--- src/rtl/if_prefetch_if.sv ---
// Bundle of the instruction-memory port, the redirect input and the decode handshake.
// master is the fetch stage's view; slave is the memory/decode/branch side.
interface if_prefetch_if;
    logic        mem_cen_I;
    logic [29:0] mem_addr_I;
    logic [31:0] mem_rdata_I;
    logic        mem_stall_I;
    logic        redirect_valid;
    logic [29:0] redirect_pc;
    logic        inst_valid;
    logic [31:0] inst;
    logic [29:0] inst_pc;
    logic        inst_ready;

    modport master (
        output mem_cen_I, mem_addr_I, inst_valid, inst, inst_pc,
        input  mem_rdata_I, mem_stall_I, redirect_valid, redirect_pc, inst_ready
    );

    modport slave (
        input  mem_cen_I, mem_addr_I, inst_valid, inst, inst_pc,
        output mem_rdata_I, mem_stall_I, redirect_valid, redirect_pc, inst_ready
    );
endinterface

--- src/rtl/if_prefetch.sv ---
// Instruction prefetch stage: fetches words from instruction memory into a small FIFO
// and hands them to decode; redirects flush the FIFO and can cancel a stalled request.
//
// state  | meaning
// S_IDLE | one cycle after reset, no request
// S_RUN  | normal fetch of fetch_pc while the FIFO has room
// S_KILL | cancelled request held at kill_addr until accepted, word dropped
module if_prefetch #(
    parameter int          DEPTH    = 4,
    parameter logic [29:0] RESET_PC = 30'd0
) (
    input logic            clk,
    input logic            rst_n,
    if_prefetch_if.master  bus
);
    localparam int PTR_W = (DEPTH > 1) ? $clog2(DEPTH) : 1;
    localparam int CNT_W = PTR_W + 1;
    localparam logic [CNT_W-1:0] FULL = CNT_W'(DEPTH);

    typedef enum logic [1:0] {S_IDLE, S_RUN, S_KILL} state_t;

    state_t            state, state_nxt;
    logic [29:0]       fetch_pc, fetch_pc_nxt;
    logic [29:0]       kill_addr, kill_addr_nxt;
    logic [CNT_W-1:0]  count;
    logic [PTR_W-1:0]  rd_ptr, wr_ptr;
    logic [31:0]       word_q [DEPTH];
    logic [29:0]       pc_q   [DEPTH];
    logic              cen;
    logic [29:0]       addr;
    logic              push, pop, flush;

    always_ff @(posedge clk) begin
        if (!rst_n) begin
            state     <= S_IDLE;
            fetch_pc  <= RESET_PC;
            kill_addr <= 30'd0;
        end else begin
            state     <= state_nxt;
            fetch_pc  <= fetch_pc_nxt;
            kill_addr <= kill_addr_nxt;
        end
    end

    always_comb begin
        state_nxt     = state;
        fetch_pc_nxt  = fetch_pc;
        kill_addr_nxt = kill_addr;
        cen           = 1'b0;
        addr          = fetch_pc;
        push          = 1'b0;
        flush         = 1'b0;
        case (state)
            S_IDLE: begin
                state_nxt = S_RUN;
                if (bus.redirect_valid)
                    fetch_pc_nxt = bus.redirect_pc;
            end
            S_RUN: begin
                cen = (count < FULL);
                if (bus.redirect_valid) begin
                    flush        = 1'b1;
                    fetch_pc_nxt = bus.redirect_pc;
                    // A stalled request must still be completed with memory, so park it in KILL.
                    if (cen && bus.mem_stall_I) begin
                        kill_addr_nxt = fetch_pc;
                        state_nxt     = S_KILL;
                    end
                end else if (cen && !bus.mem_stall_I) begin
                    push         = 1'b1;
                    fetch_pc_nxt = fetch_pc + 30'd1;
                end
            end
            S_KILL: begin
                cen  = 1'b1;
                addr = kill_addr;
                if (bus.redirect_valid) begin
                    flush        = 1'b1;
                    fetch_pc_nxt = bus.redirect_pc;
                end
                if (!bus.mem_stall_I)
                    state_nxt = S_RUN;
            end
            default: state_nxt = S_IDLE;
        endcase
    end

    assign pop = (count != '0) && bus.inst_ready && !flush;

    always_ff @(posedge clk) begin
        if (!rst_n) begin
            count  <= '0;
            rd_ptr <= '0;
            wr_ptr <= '0;
        end else if (flush) begin
            count  <= '0;
            rd_ptr <= '0;
            wr_ptr <= '0;
        end else begin
            if (push)
                wr_ptr <= wr_ptr + PTR_W'(1);
            if (pop)
                rd_ptr <= rd_ptr + PTR_W'(1);
            case ({push, pop})
                2'b10:   count <= count + CNT_W'(1);
                2'b01:   count <= count - CNT_W'(1);
                default: count <= count;
            endcase
        end
    end

    // Storage is cleared on reset so the head reads as zero before the first fetch.
    always_ff @(posedge clk) begin
        if (!rst_n) begin
            for (int i = 0; i < DEPTH; i++) begin
                word_q[i] <= 32'd0;
                pc_q[i]   <= 30'd0;
            end
        end else if (push) begin
            word_q[wr_ptr] <= bus.mem_rdata_I;
            pc_q[wr_ptr]   <= fetch_pc;
        end
    end

    assign bus.mem_cen_I  = cen;
    assign bus.mem_addr_I = addr;
    assign bus.inst_valid = (count != '0);
    assign bus.inst       = word_q[rd_ptr];
    assign bus.inst_pc    = pc_q[rd_ptr];
endmodule
--- src/flat_wrapper.sv ---
// flat-port wrapper written by rule: the top's interface ports become plain ports
module if_prefetch_flat 
#(
    parameter int          DEPTH    = 4,
    parameter logic [29:0] RESET_PC = 30'd0
)
  (clk, rst_n, bus_mem_cen_I, bus_mem_addr_I, bus_inst_valid, bus_inst, bus_inst_pc, bus_mem_rdata_I, bus_mem_stall_I, bus_redirect_valid, bus_redirect_pc, bus_inst_ready);
  if_prefetch_if bus_i ();
  input logic clk;
  input logic rst_n;
  output wire logic [$bits(bus_i.mem_cen_I)-1:0] bus_mem_cen_I;
  output wire logic [$bits(bus_i.mem_addr_I)-1:0] bus_mem_addr_I;
  output wire logic [$bits(bus_i.inst_valid)-1:0] bus_inst_valid;
  output wire logic [$bits(bus_i.inst)-1:0] bus_inst;
  output wire logic [$bits(bus_i.inst_pc)-1:0] bus_inst_pc;
  input wire logic [$bits(bus_i.mem_rdata_I)-1:0] bus_mem_rdata_I;
  input wire logic [$bits(bus_i.mem_stall_I)-1:0] bus_mem_stall_I;
  input wire logic [$bits(bus_i.redirect_valid)-1:0] bus_redirect_valid;
  input wire logic [$bits(bus_i.redirect_pc)-1:0] bus_redirect_pc;
  input wire logic [$bits(bus_i.inst_ready)-1:0] bus_inst_ready;
  assign bus_mem_cen_I = bus_i.mem_cen_I;
  assign bus_mem_addr_I = bus_i.mem_addr_I;
  assign bus_inst_valid = bus_i.inst_valid;
  assign bus_inst = bus_i.inst;
  assign bus_inst_pc = bus_i.inst_pc;
  assign bus_i.mem_rdata_I = bus_mem_rdata_I;
  assign bus_i.mem_stall_I = bus_mem_stall_I;
  assign bus_i.redirect_valid = bus_redirect_valid;
  assign bus_i.redirect_pc = bus_redirect_pc;
  assign bus_i.inst_ready = bus_inst_ready;
  if_prefetch #(.DEPTH(DEPTH), .RESET_PC(RESET_PC)) u_core (.clk(clk), .rst_n(rst_n), .bus(bus_i));
endmodule
--- config.mk ---
export PLATFORM = sky130hd
export DESIGN_NAME = if_prefetch_flat
export DESIGN_NICKNAME = d
export VERILOG_FILES = /design/src/rtl/if_prefetch_if.sv /design/src/rtl/if_prefetch.sv /design/src/flat_wrapper.sv
export SDC_FILE = /design/constraint.sdc
export NUM_CORES = 1
export LEC_CHECK = 0
export BUFFER_PORTS_ARGS = -buffer_cell sky130_fd_sc_hd__buf_2
export CORE_MARGIN = 2
export CORE_UTILIZATION = 42
export DETAILED_ROUTE_END_ITERATION = 6
export HOLD_SLACK_MARGIN = 0.05
export SLEW_MARGIN = 20
export SYNTH_ARGS = -nofsm -noshare
export SYNTH_HDL_FRONTEND = slang
export SYNTH_SLANG_ARGS = --single-unit
--- constraint.sdc ---
create_clock -name clk -period 6.02 [get_ports clk]
set_input_delay 0 -clock clk [delete_from_list [all_inputs] [get_ports clk]]
set_output_delay 0 -clock clk [all_outputs]
set_load 0.1 [all_outputs]
Yosys cells after proc, flatten, opt, wreduce, memory -nomap -nowiden
Memory sizes are Yosys's and may differ from the RTL's. A register that Yosys moved wholly into a read port is not among the register bits.
Cells that the tools add are included.
{"block": "op_classes", "n_lt_le_gt_ge": 1, "reduce_logical": 18, "eq_ne": 9, "n_addsub": 5, "bitwise_logic": 1, "muxes": 30}
{"operator": "$mux 30", "n": 5}
{"operator": "$pmux 30 s2", "n": 1}
{"operator": "$mux 32", "n": 1}
{"operator": "$reduce_or 32->1", "n": 1}
{"operator": "$add 30x1->30 const B", "n": 1}
{"operator": "$reduce_or 30->1", "n": 1}
{"operator": "$mux 2", "n": 9}
{"operator": "$mux 1", "n": 11}
{"operator": "$reduce_and 3->1", "n": 3}
{"operator": "$pmux 2 s3", "n": 1}
{"operator": "$pmux 3 s2", "n": 1}
{"operator": "$reduce_or 2->1", "n": 3}
{"operator": "$add 2x1->2 const B", "n": 2}
{"operator": "$eq 2x1->1 const B", "n": 2}
{"operator": "$eq 2x2->1 const B", "n": 2}
{"operator": "$logic_and 1x1->1", "n": 4}
{"operator": "$ne 2x1->1 const B", "n": 2}
{"operator": "$ne 2x2->1 const B", "n": 2}
{"operator": "$reduce_bool 2->1", "n": 2}
{"operator": "$add 3x1->3 const B", "n": 1}
{"operator": "$lt 3x3->1 const B", "n": 1}
{"operator": "$ne 3x2->1 const B", "n": 1}
{"operator": "$reduce_bool 3->1", "n": 1}
{"operator": "$sub 3x1->3 const B", "n": 1}
{"operator": "other kinds (4)", "n": 5}
{"block": "word_totals", "regBits": 69, "wordCells": 72, "output_inout_bits": 94, "ramBits": 248, "mem_count": 2}
{"name": "u_core.word_q", "depth": 4, "width": 32, "rd": 1, "rd_ports_with_merged_regs": 1, "write_ports": 4, "line": "if_prefetch.sv:27", "source": "logic [31:0] word_q [DEPTH];"}
{"name": "u_core.pc_q", "depth": 4, "width": 30, "rd": 1, "rd_ports_with_merged_regs": 1, "write_ports": 4, "line": "if_prefetch.sv:28", "source": "logic [29:0] pc_q [DEPTH];"}

Depth between registers and ports, before layout
{"block": "depth", "word_depth": 10, "ltp_mapped": 11, "depth_no_buf": 11}

Worst setup path before layout
No wires, ideal clock.
{"block": "synth_path", "path_type": "register -> register", "startpoint": "register u_core.state[1]", "endpoint": "memory u_core.pc_q[0][0], enable pin", "setup_slack_ns": -0.083, "period_less_slack_ns": 6.103, "path_buffers": 0, "required_ns": 5.452, "stages_incl_launch_ff": 7, "t_arrival_ns": 5.535, "setup_time_ns": 0.568, "path_cell_list": "dfxtp_1 inv_1 ha_1 nand2b_1 nor3_1 inv_1 o21ai_0"}
{"element": "start: declaration", "line": "if_prefetch.sv:22", "source": "state_t state, state_nxt;"}
{"element": "start signal: assignment", "line": "if_prefetch.sv:39", "source": "state <= state_nxt;"}
{"element": "end: declaration", "line": "if_prefetch.sv:28"}

Worst setup path in the final report
{"block": "layout_path", "startpoint": "register u_core.state[0]", "endpoint": "register u_core.fetch_pc[3]"}
{"block": "layout_between", "elab_chain_len": 4, "word_cells_on_any_way": 9, "cone_classes": "4 x eq/ne; 1 x mux; 4 x reduce/logical"}
{"element": "$eq 2x2->1 / $logic_not 2->1 (equally long branches)", "line": "if_prefetch.sv:53", "source": "case (state)"}
{"element": "$reduce_or 2->1 (no source line)"}
{"element": "$ne 2x1->1 (no source line) / $reduce_bool 2->1 (equally long branches)"}
{"element": "$reduce_and 3->1 (no source line)"}
{"element": "end signal: assignment", "line": "if_prefetch.sv:40", "source": "fetch_pc <= fetch_pc_nxt;"}
{"element": "end: declaration", "line": "if_prefetch.sv:23", "source": "logic [29:0] fetch_pc, fetch_pc_nxt;"}
Several ways; a longest one is shown, not always the timed one.
A chain may end at the register's enable or synchronous reset.

==> results.toml <==
[outcome]
status = "complete, no violations"

[drt]
via_per_inst = 5.23
ant_nets = 0
wl_per_cell_um = 18.9
routed_wl_um = 34500
drt_iter0_drc = 613
via_count = 9531
dr.pass1.iters = 7
route.detailed.drc = 0

[cts]
postCtsSetupBuffers = 0
htreeDepth = 2
clk_latency_ns = 0.52
cts_tree = "done"
cts_root_buf = "clkbuf_16"
cts_buffers = 36
clock-sinks = 319
clk_pin_slew_ns = 0.06
clk_path_buf_depth = 3

[floorplanning]
fp.dieW_um = 187
dieArea_mm2 = 0.0351
start_util_pct = 42.4
die_h_um = 187
num_rows = 67
placeableCoreArea_mm2 = 0.0334
io_pins = 161

[cells_and_area]
layout-drive-gt1-share_pct = 24.1
fillers = 3015
nNetsFinal = 1425
antenna-diode-count = 0
multi_input_area_mm2 = 0.00471
areaGrowthSynthToFinish_pct = 21.3
seq_area_mm2 = 0.00888

[logic_synthesis]
async_flop_share_pct = 0
synth_compound_area_share_pct = 6.52
synth_top_family_by_area = "simple AND/OR/NAND/NOR gates"
yosysMostFrequentCell = "edfxtp_1"
synth_top_area_share_pct = 52.7
synth_warnings = 0
synth_commonest_cells = "248 x edfxtp_1, 216 x nor2_1, 151 x nand2_1"
synth_mux_area_share_pct = 12.2
syn_area_mm2 = 0.0141
synth_fa_ha_area_share_pct = 0.761
synth_area_leaders = "edfxtp_1 53%, dfxtp_1 10%, mux4_2 9.9%, nor2_1 5.7%, nand2_1 4.0%"
synth-edff-count = 248
ys_seq_area_share_pct = 62.7
syn_inst = 1146
synth.distinct_cells = 55
synth_fp_nets = 1221
yosysTopAreaCell = "edfxtp_1"
avgSynthCellArea_um2 = 12.3
synthSimpleGateAreaFrac_pct = 13.1
synth_xor_area_share_pct = 0.372
ys.flop_type = "edfxtp_1"
ys_ff_latch = 319

[global_route]
grt_pass1_vias = 9722
grt_first_pass_wirelength_um = 54100
track_usage_pct = 19.6
grt_max_degree = 64
grt_overflow_total = 0
antenna_found_initial = 0

[pwr]
power_density_mw_per_mm2 = 397
seq_power_share_pct = 40.5
p_leak_nw = 6.68
clockPowerShare_pct = 29.7
p_sw_share_pct = 38.4
p_total_w = 0.00681
switching_power_w = 0.00262
pwr-share-comb_pct = 29.9
intPower_w = 0.00420
peakVddDrop_mv = 0.307

[critical_path]
cp_data_required_time_ns = 6.43
cp_data_arrival_time_ns = 3.63
crit_type = "flip-flop to flip-flop"
start_kind = "flip-flop"
worstPathMaxFanout = 18
end_kind = "flip-flop"

[placed_design]
numPortBuffers = 160
globalplace.congestion = 0.781
hpwl_um = 20100
dp_slack_ns = 2.85

[timing]
finalMaxSlewViolations = 0
worst_slack_ns = 2.80
rsz0062_at_grt = "false"
slew-limit-headroom_pct = 30.9
setup_viol = 0
finalHoldViolCount = 0
timing.final.crit_share_pct = 53.5
fmax_mhz = 310
skew_ns = 0.0112
tightest_slew_ns = 1.04
finalCriticalPeriod_ns = 3.22

[min_path]
hold_class = "primary input to flip-flop"

[run]
drv_cap = 0
## final cells by class
class                      count  area share, %
clock buffer                  48           5.57
timing repair buffer         249           9.65
multi-input combinational    671           27.5
inverter                      73           1.60
tap                          448           3.27
sequential                   319           51.8
clock inverter                14          0.693
## through the flow
step | cells | instance area (um^2) | setup TNS (ns) | utilization (%) | hold slack [ns]
2_1_floorplan | 1146 | 14100 | -15.44 | - | 0.163
3_3_place_gp | 1686 | 15300 | 0 | 46.0 | 0.306
3_5_place_dp | 1686 | 15300 | 0 | 46.0 | 0.312
4_1_cts | 1822 | 17100 | 0 | 51.4 | 0.0874
5_1_grt | 1822 | 17100 | 0 | 51.4 | 0.164
6_report | 1822 | 17100 | 0 | 51.4 | 0.109
## worst paths after layout
path | startpoint | end | slack (ns) | cells past startpoint
max | u_core.state[0] | u_core.fetch_pc[3] | 2.80 | 7
min | bus_redirect_valid | flip-flop | 0.11 | 4
max reg2reg | u_core.state[0] | u_core.fetch_pc[3] | 2.80 | 7
min reg2reg | u_core.kill_addr[14] | u_core.kill_addr[14] | 0.46 | 2
## critical path: stages (launching register included)
cell,delay [ns]
dfxtp_1,0.40
ha_1,0.42
nand2b_1,0.66
o41a_1,0.75
a21oi_1,0.08
o22ai_1,0.19
nor2_1,0.06
dlygate4sd3_1,0.55
## cell usage in the layout, fill, tap and decap left out, types with 13 or more instances in the layout
cell           netlist  routed
mux2_2              27      27
buf_2               18     160
edfxtp_1           248     248
a21oi_1             15      15
dfxtp_1             71      69
a311oi_1            13      13
a21boi_0            30      30
buf_4                0      15
clkbuf_16            0      36
dlygate4sd3_1        0      74
o21ai_0             27      24
nor2_1             216     215
nand2_1            151     150
inv_1               72      72
mux4_2              62      62
## power groups by stage
stage | Sequential [W] | Clock (W) | Combinational [W]
floorplan | 0.00268 | 0 | 0.00171
global placement | 0.00280 | 0 | 0.00198
detailed placement | 0.00280 | 0 | 0.00198
CTS | 0.00276 | 0.00207 | 0.00205
global route | 0.00278 | 0.00216 | 0.00214
finish | 0.00276 | 0.00202 | 0.00203
## registers in the layout (all words and copies together), names as in the netlist, named ones only
signal            cells
u_core.word_q       128
u_core.pc_q         120
u_core.fetch_pc      30
u_core.kill_addr     30
u_core.count          3
u_core.rd_ptr         2
u_core.state          2
u_core.wr_ptr         2
## routing by layer
layer | track usage (%) | routed length, um | part of all wire [%]
met4 | 4.60 | 556 | 1.6
met3 | 3.10 | 1790 | 5.2
met1 | 27.6 | 15700 | 45
met5 | 0 | 0 | 0
met2 | 32.3 | 16500 | 48
## kinds of logic (layout without fill, tap and decap cells)
kind of cell,count (synthesis),after routing
buf+inv,156,384
mux,91,91
fa+ha+maj,8,8
simple gates,438,438
xor+xnor,6,6
compound gates,128,128
flops,319,319
## what timing repair did
item | CTS | global route
hold buffers | 74 | 0
hold endpoints to repair | 164 | 0
gates resized for setup | 0 | 0
setup endpoints to repair | 0 | 0
Power figures use the tool's default switching activity.
